$ cat config.mk
export PLATFORM = sky130hd
export DESIGN_NAME = serial_alu
export DESIGN_NICKNAME = d
export VERILOG_FILES = /design/src/rtl/serial_alu.sv
export SDC_FILE = /design/constraint.sdc
export NUM_CORES = 1
export LEC_CHECK = 0
export ABC_AREA = 1
export ABC_CLOCK_PERIOD_IN_PS = 1900
export BUFFER_PORTS_ARGS = -buffer_cell sky130_fd_sc_hd__buf_2
export CORE_UTILIZATION = 35
export DETAILED_ROUTE_END_ITERATION = 16
export GPL_TIMING_DRIVEN = 0
export SYNTH_ARGS = -nofsm -noshare
export SYNTH_HDL_FRONTEND = slang
export SYNTH_SLANG_ARGS = --single-unit
$ cat constraint.sdc
create_clock -name clk -period 1.9 [get_ports clk]
set_input_delay 0.38 -clock clk [delete_from_list [all_inputs] [get_ports clk]]
set_output_delay 0.38 -clock clk [all_outputs]
set_load 0.02 [all_outputs]
$ cat src/rtl/serial_alu.sv
// serial_alu: bit-serial ALU, one operand bit per clock through a single slice with a registered carry
module serial_alu #(
  parameter int WIDTH = 64
) (
  input  logic             clk,
  input  logic             reset,
  input  logic             start,
  input  logic [WIDTH-1:0] a,
  input  logic [WIDTH-1:0] b,
  input  logic [2:0]       sel,
  output logic             busy,
  output logic             done,
  output logic [WIDTH-1:0] result,
  output logic             negative,
  output logic             zero,
  output logic             overflow,
  output logic             carry_out
);
  localparam int CW = $clog2(WIDTH) + 1;
  typedef enum logic {IDLE, RUN} state_t;
  state_t           r_state, w_next;
  logic [WIDTH-1:0] r_a, r_b;
  logic [WIDTH-2:0] r_res_sr;
  logic [2:0]       r_sel;
  logic             r_carry;
  logic [CW-1:0]    r_cnt;
  logic             w_bop, w_arith, w_bit, w_cout, w_last, w_accept;
  logic [WIDTH-1:0] w_full;
  assign busy = (r_state == RUN);
  always_comb begin
    w_accept = (r_state == IDLE) && start;
    w_last   = (r_cnt == CW'(WIDTH - 1));
    w_arith  = (r_sel[2:1] == 2'b01);
    w_bop    = r_sel[0] ? ~r_b[0] : r_b[0];
    w_bit    = (r_sel == 3'b000) ? r_b[0] :
               w_arith           ? r_a[0] ^ w_bop ^ r_carry :
               (r_sel == 3'b100) ? r_a[0] & r_b[0] :
               (r_sel == 3'b101) ? r_a[0] | r_b[0] :
               (r_sel == 3'b110) ? r_a[0] ^ r_b[0] : 1'b0;
    w_cout   = w_arith & ((r_a[0] & w_bop) | (r_carry & (r_a[0] ^ w_bop)));
    w_full   = {w_bit, r_res_sr};
    w_next   = (r_state == IDLE) ? (start ? RUN : IDLE) : (w_last ? IDLE : RUN);
  end
  always_ff @(posedge clk) begin
    if (reset) r_state <= IDLE;
    else       r_state <= w_next;
  end
  // Result bits enter at the MSB so the value is fully aligned after WIDTH shifts
  always_ff @(posedge clk) begin
    if (reset) begin
      r_a       <= '0;
      r_b       <= '0;
      r_res_sr  <= '0;
      r_sel     <= '0;
      r_carry   <= 1'b0;
      r_cnt     <= '0;
      done      <= 1'b0;
      result    <= '0;
      negative  <= 1'b0;
      zero      <= 1'b0;
      overflow  <= 1'b0;
      carry_out <= 1'b0;
    end else begin
      done <= 1'b0;
      if (w_accept) begin
        r_a     <= a;
        r_b     <= b;
        r_sel   <= sel;
        r_carry <= (sel == 3'b011);
        r_cnt   <= '0;
      end else if (r_state == RUN) begin
        r_a      <= r_a >> 1;
        r_b      <= r_b >> 1;
        r_res_sr <= w_full[WIDTH-1:1];
        r_carry  <= w_cout;
        r_cnt    <= r_cnt + CW'(1);
        if (w_last) begin
          result    <= w_full;
          negative  <= w_bit;
          zero      <= (w_full == '0);
          carry_out <= w_cout;
          overflow  <= w_arith & (r_carry ^ w_cout);
          done      <= 1'b1;
        end
      end
    end
  end
endmodule
== Word-level counts from Yosys, hierarchy flattened ==
Cells that the tools add are included.

* Add/sub/neg operators: 1
* Equality and inequality tests: 6
* Muxes and demuxes: 16
* Bitwise logic cells: 14
* Reductions and logical operators: 8

{| class="wikitable"
|+ Operator list
! operator !! count
|-
| two-way mux 64 bit || 4
|-
| zero test 64 bit || 1
|-
| two-way mux 1 bit || 12
|-
| equality test 3 bit, second input constant || 3
|-
| adder 7 x 1 -> 7 bit, second input constant || 1
|-
| equality test 7 x 6 -> 1 bit, second input constant || 1
|-
| bitwise AND 1 bit || 5
|-
| XOR 1 bit || 4
|-
| equality test 3 x 2 -> 1 bit, second input constant || 1
|-
| zero test 3 bit || 1
|-
| NOT 1 bit || 3
|-
| AND reduction 3 bit || 1
|-
| OR reduction 3 bit || 1
|-
| equality test 2 x 1 -> 1 bit, second input constant || 1
|-
| OR 1 bit || 2
|-
| AND reduction 2 bit || 1
|-
| nonzero test 2 bit || 1
|-
| OR reduction 2 bit || 1
|-
| logical AND 1 bit || 1
|}

* Bits in registers: 272
* Input port bits: 134
* Output and inout bits: 70

== Logic depth before layout (Yosys ltp) ==
* Word-level depth: 8
* Mapped depth: 11
* Depth with buffers taken out: 11

== Worst setup path after synthesis ==
Ideal clock, no wire load.

* Kind: register -> register
* From: register r_state, in the netlist busy
* To: register result[53]
* Arrival time: 1.543 ns
* Data required time: 1.774 ns
* Path slack: 0.231 ns
* Cell stages (with the launch flop): 10
* Buffers on the path: 2
* Clock period less this slack: 1.669 ns
* Path through: dfxtp_1 nand2_2 nor2_2 nand2_1 nor3_4 nor2_2 buf_2 buf_2 nand2_1 o21ai_1

* Longest elaborated chain between the ends: 4

{| class="wikitable"
|+ Ends and longest elaborated chain
! item !! RTL line !! text
|-
| from (decl) || 21 || <nowiki>state_t r_state, w_next;</nowiki>
|-
| from (signal assigned) || 46 || <nowiki>else r_state <= w_next;</nowiki>
|-
| NOT 1 bit (no line) || n/a ||
|-
| logical AND 1 bit || 31 || <nowiki>w_accept = (r_state == IDLE) && start;</nowiki>
|-
| NOT 1 bit (no line) || n/a ||
|-
| AND reduction 3 bit (no line) (*) || n/a ||
|-
| to (signal assigned) || 78 || <nowiki>result <= w_full;</nowiki>
|-
| to (decl) || 13 || <nowiki>output logic [WIDTH-1:0] result,</nowiki>
|}

Every way passes the cells marked *; elsewhere a longest branch is shown, timed or not.
A chain may end at the register's enable or synchronous reset.

== Worst setup path in the final report ==
* From: register r_state, in the netlist busy
* To: register r_res_sr[36]

* Longest elaborated chain between the ends: 4

{| class="wikitable"
|+ Ends and longest elaborated chain
! item !! RTL line !! text
|-
| NOT 1 bit (no line) || n/a ||
|-
| logical AND 1 bit || 31 ||
|-
| NOT 1 bit (no line) || n/a ||
|-
| AND reduction 2 bit (no line) (*) || n/a ||
|-
| to (signal assigned) || 74 || <nowiki>r_res_sr <= w_full[WIDTH-1:1];</nowiki>
|-
| to (decl) || 23 || <nowiki>logic [WIDTH-2:0] r_res_sr;</nowiki>
|}

Marks and branches as above.

==> implementation parameters <==
Parameter                              Value

Synthesis
  Share of the synthesized area in compound gates (AO/OA/AOI/OAI)    9.94%
  Number of enable-type register cells in the synthesized netlist    0
  Synth Area in XOR/XNOR    0.0800%
  Most frequent cells after synthesis    nand2_1, dfxtp_1, inv_1
  Adder-Cell Fraction of Synth Area    0.526%
  Leading register cell type out of synthesis    dfxtp_1
  Area of the mapped netlist    10900 um2
  Share of synthesized area occupied by flip-flops and latches    between 40% and 50%
  Async set-reset flop share out of synthesis    0%
  Number of standard cells after synthesis    1591
  Distinct cell type count of the synthesized netlist    26
  Mean cell area of the mapped netlist    6.88 um2
  Area leader, netlist    dfxtp_1
  Synth top area share    approximately 50%
  Dominant combinational cell family by area after synthesis    simple AND/OR/NAND/NOR gates
  Cells taking the most area after synthesis    dfxtp_1, nand2_1, inv_1
  Number of warnings issued by yosys    0
  Number of synthesized register bits    271
  Share of cell area taken by muxes after synthesis    0%
  Simple-gate share of the synthesized area    29.5%
  Mapped Nets    roughly 1700
  Most instantiated library cell after synthesis    nand2_1

GRT
  Overall fraction of global-route tracks in use    approximately 18%
  Maximum number of pins on one net before global-route repair    15
  Aggregate global routing overflow    0
  Vias in the first global route    9088
  Global-route wire length before repair    roughly 46000 um
  Number of antenna violations at the first check in global routing    14

Worst setup path
  Crit-path leading delay family    buffers and inverters
  Worst reg2reg path depth    4
  Critical Path Max Stage Delay    around 0.42 ns
  Crit path capture type    flop
  Register-to-Register Setup Slack    0.14 ns
  Kind of start point of the critical path    flop
  Largest fanout on the critical path    10
  End point of the critical path    r_res_sr[36]$_SDFFE_PP0P_
  Critical path start-end classification    reg2reg
  Endpoint arrival time on the critical path    ~2.2 ns
  Data required, critical path    2.31 ns
  Buf+Inv Stages, Crit Path    3
  Reg-to-Reg Start    busy$_SDFF_PP0_
  Instance count on the critical path    4
  R2R Path End    r_res_sr[36]$_SDFFE_PP0P_
  Critical path launch point    busy$_SDFF_PP0_
  Cell at the slowest stage of the critical path    dfxtp_4
  List of cells traversed by the critical path    buf_4, clkbuf_2, buf_1, a21oi_1

Die
  Boundary pin count    204
  Cell Rows    64
  Horizontal die dimension    179 um
  Vertical die dimension    between 150 and 200 um
  Die area    32000 um2
  Area of the core    a little over 30000 um2
  Starting density of the core    35.7%

Timing
  Final Worst Setup Slack    ~0.14 ns
  Fin Setup TNS    0 ns
  Smallest hold slack    approximately 0.072 ns
  Maximum clock frequency    567 MHz
  Final setup fails    0
  Worst clock skew on the final layout    0.0152 ns
  Number of failing hold endpoints at the final stage    0
  Max Transition Viols Final    0
  Relative slew margins    51.2%
  Time the worst path needs with I/O delays and setup    between 1.5 and 2 ns
  Part of the cycle the worst path needs    92.8%
  Slew at the pin closest to its max-slew limit    0.732 ns

Detailed routing
  Total length of routed wires    approximately 29000 um
  DRC    0
  Detail-routed via count per cell    4.56
  Total via count in the routed design    approximately 10000
  First-pass detailed-route iteration total    5
  Antenna Nets Post-Route    0
  Routed wirelength normalized by instance count    12.9 um
  Number of design-rule violations left by the first detailed-router iteration    647

Pwr
  Cell leakage power    6.95 nW
  Power Dens Cells    974 nW/um2
  Sum of internal, switching and leakage power    between 10 and 15 mW
  VDD IR max    0.614 mV

Clock network
  Source-to-sink clock delay at the later pin of the worst-skew pair    ~0.55 ns
  Hold buffer count at cts    0
  CTS tree    yes
  Clock Pin Slew Worst Setup and Hold Paths    0.06 ns
  Number of H-tree branching levels    1
  Sink count of the clock tree    271
  CTS Buffer Depth    3
  Total clock buffers created by CTS    30
  Root buffer cell    clkbuf_16

Final layout
  Nets@finish    1971
  Finished Cell Area    about 14000 um2
  Proportion of layout cells with a drive suffix above 1    16.5%
  Number of fillers in the final layout    3171
  Final cell utilization of the core    44.4%
  Synthesis-to-finish area growth    24.4%
  Non-filler cells, final    2256

Placement
  HPWL Detailed    roughly 21000 um
  Final weighted congestion of routability-driven global placement    a little under 0.8
  Area post-placement    12500 um2
  Worst-case setup slack after placement    -0.525 ns
  Port Buffer Count    between 200 and 250
  Cells after DPL    2189

Flow run
  Max-cap viol count    0

Outcome
  Status    complete, no violations

Min path
  Hold Path Cell Cnt    3
  Min-delay worst type    in2reg
## registers in the layout (all words and copies together) (netlist names), 3 cells and up
name      count
r_cnt         7
r_a          64
result       64
r_res_sr     63
r_b          64
r_sel         3
## placed cells by master (no fill, tap or decap), drive strengths merged
master,count
nor4,1
nand4,1
xor2,1
o211ai,25
buf,241
nand2,620
nor3,3
clkinv,6
dfxtp,271
nand3,109
nor2,82
bufinv,2
o21a,2
o21ai,121
ha,3
clkbuf,104
a21oi,56
diode,7
inv,204
fa,1
## kinds of logic after synthesis
group           Yosys count
fa+ha+maj                 4
xor+xnor                  1
buf+inv                 295
simple gates            816
compound gates          204
flops                   271
## worst min path at each step
stage / start / to / slack (ns)
final: sel[2] / r_sel[2]$_SDFFE_PP0P_ / 0.07
after global routing: sel[2] / r_sel[2]$_SDFFE_PP0P_ / 0.06
after CTS: sel[2] / r_sel[2]$_SDFFE_PP0P_ / 0.04
after detailed placement: zero$_SDFFE_PP0P_ / zero$_SDFFE_PP0P_ / 0.44
after global placement: result[1]$_SDFFE_PP0P_ / result[1]$_SDFFE_PP0P_ / 0.43
after floorplan: r_res_sr[0]$_SDFFE_PP0P_ / result[0]$_SDFFE_PP0P_ / 0.44
## where the power goes
| part | leakage [nW] | internal, mW | total, mW | switching [mW] |
|---|---|---|---|---|
| Clock | 0.505 | 3.58 | 5.89 | 2.32 |
| Sequential | 2.22 | 5.96 | 6.13 | 0.166 |
| Combinational | 4.23 | 0.463 | 1.25 | 0.790 |
| Total | 6.95 | 10.0 | 13.3 | 3.27 |
## tightest hold or removal path, stage by stage
cell and delay, ns:
buf_2 0.07, nor2_1 0.04, nor2_1 0.08
## cell type report
cell class	count	area (um2)	share of cell area (%)
sequential	271	5430	39.9
antenna	7	17.5	0.129
tap	396	495	3.64
multi-input combinational	1025	4410	32.4
clock inverter	8	96.3	0.707
timing repair buffer	210	1070	7.86
clock buffer	44	915	6.71
buffer	91	415	3.05
inverter	204	768	5.64
## metal layers
metal  part of all wire [%]  vias up  global-route usage [%]
li1                       -     5378                       -
met1                     46     4607                    23.2
met2                     45      238                    29.1
met3                    7.1       53                    4.83
met4                    1.7       12                    4.38
met5                   0.25        -                       0
## timing repair
| item | in CTS | in global routing |
|---|---|---|
| pin swaps | 1 | 2 |
| setup buffers | 2 | 6 |
| gates resized for setup | 18 | 26 |
| endpoints found under the setup margin | 255 | 174 |
No activity file was read; power rests on OpenSTA's default activity.
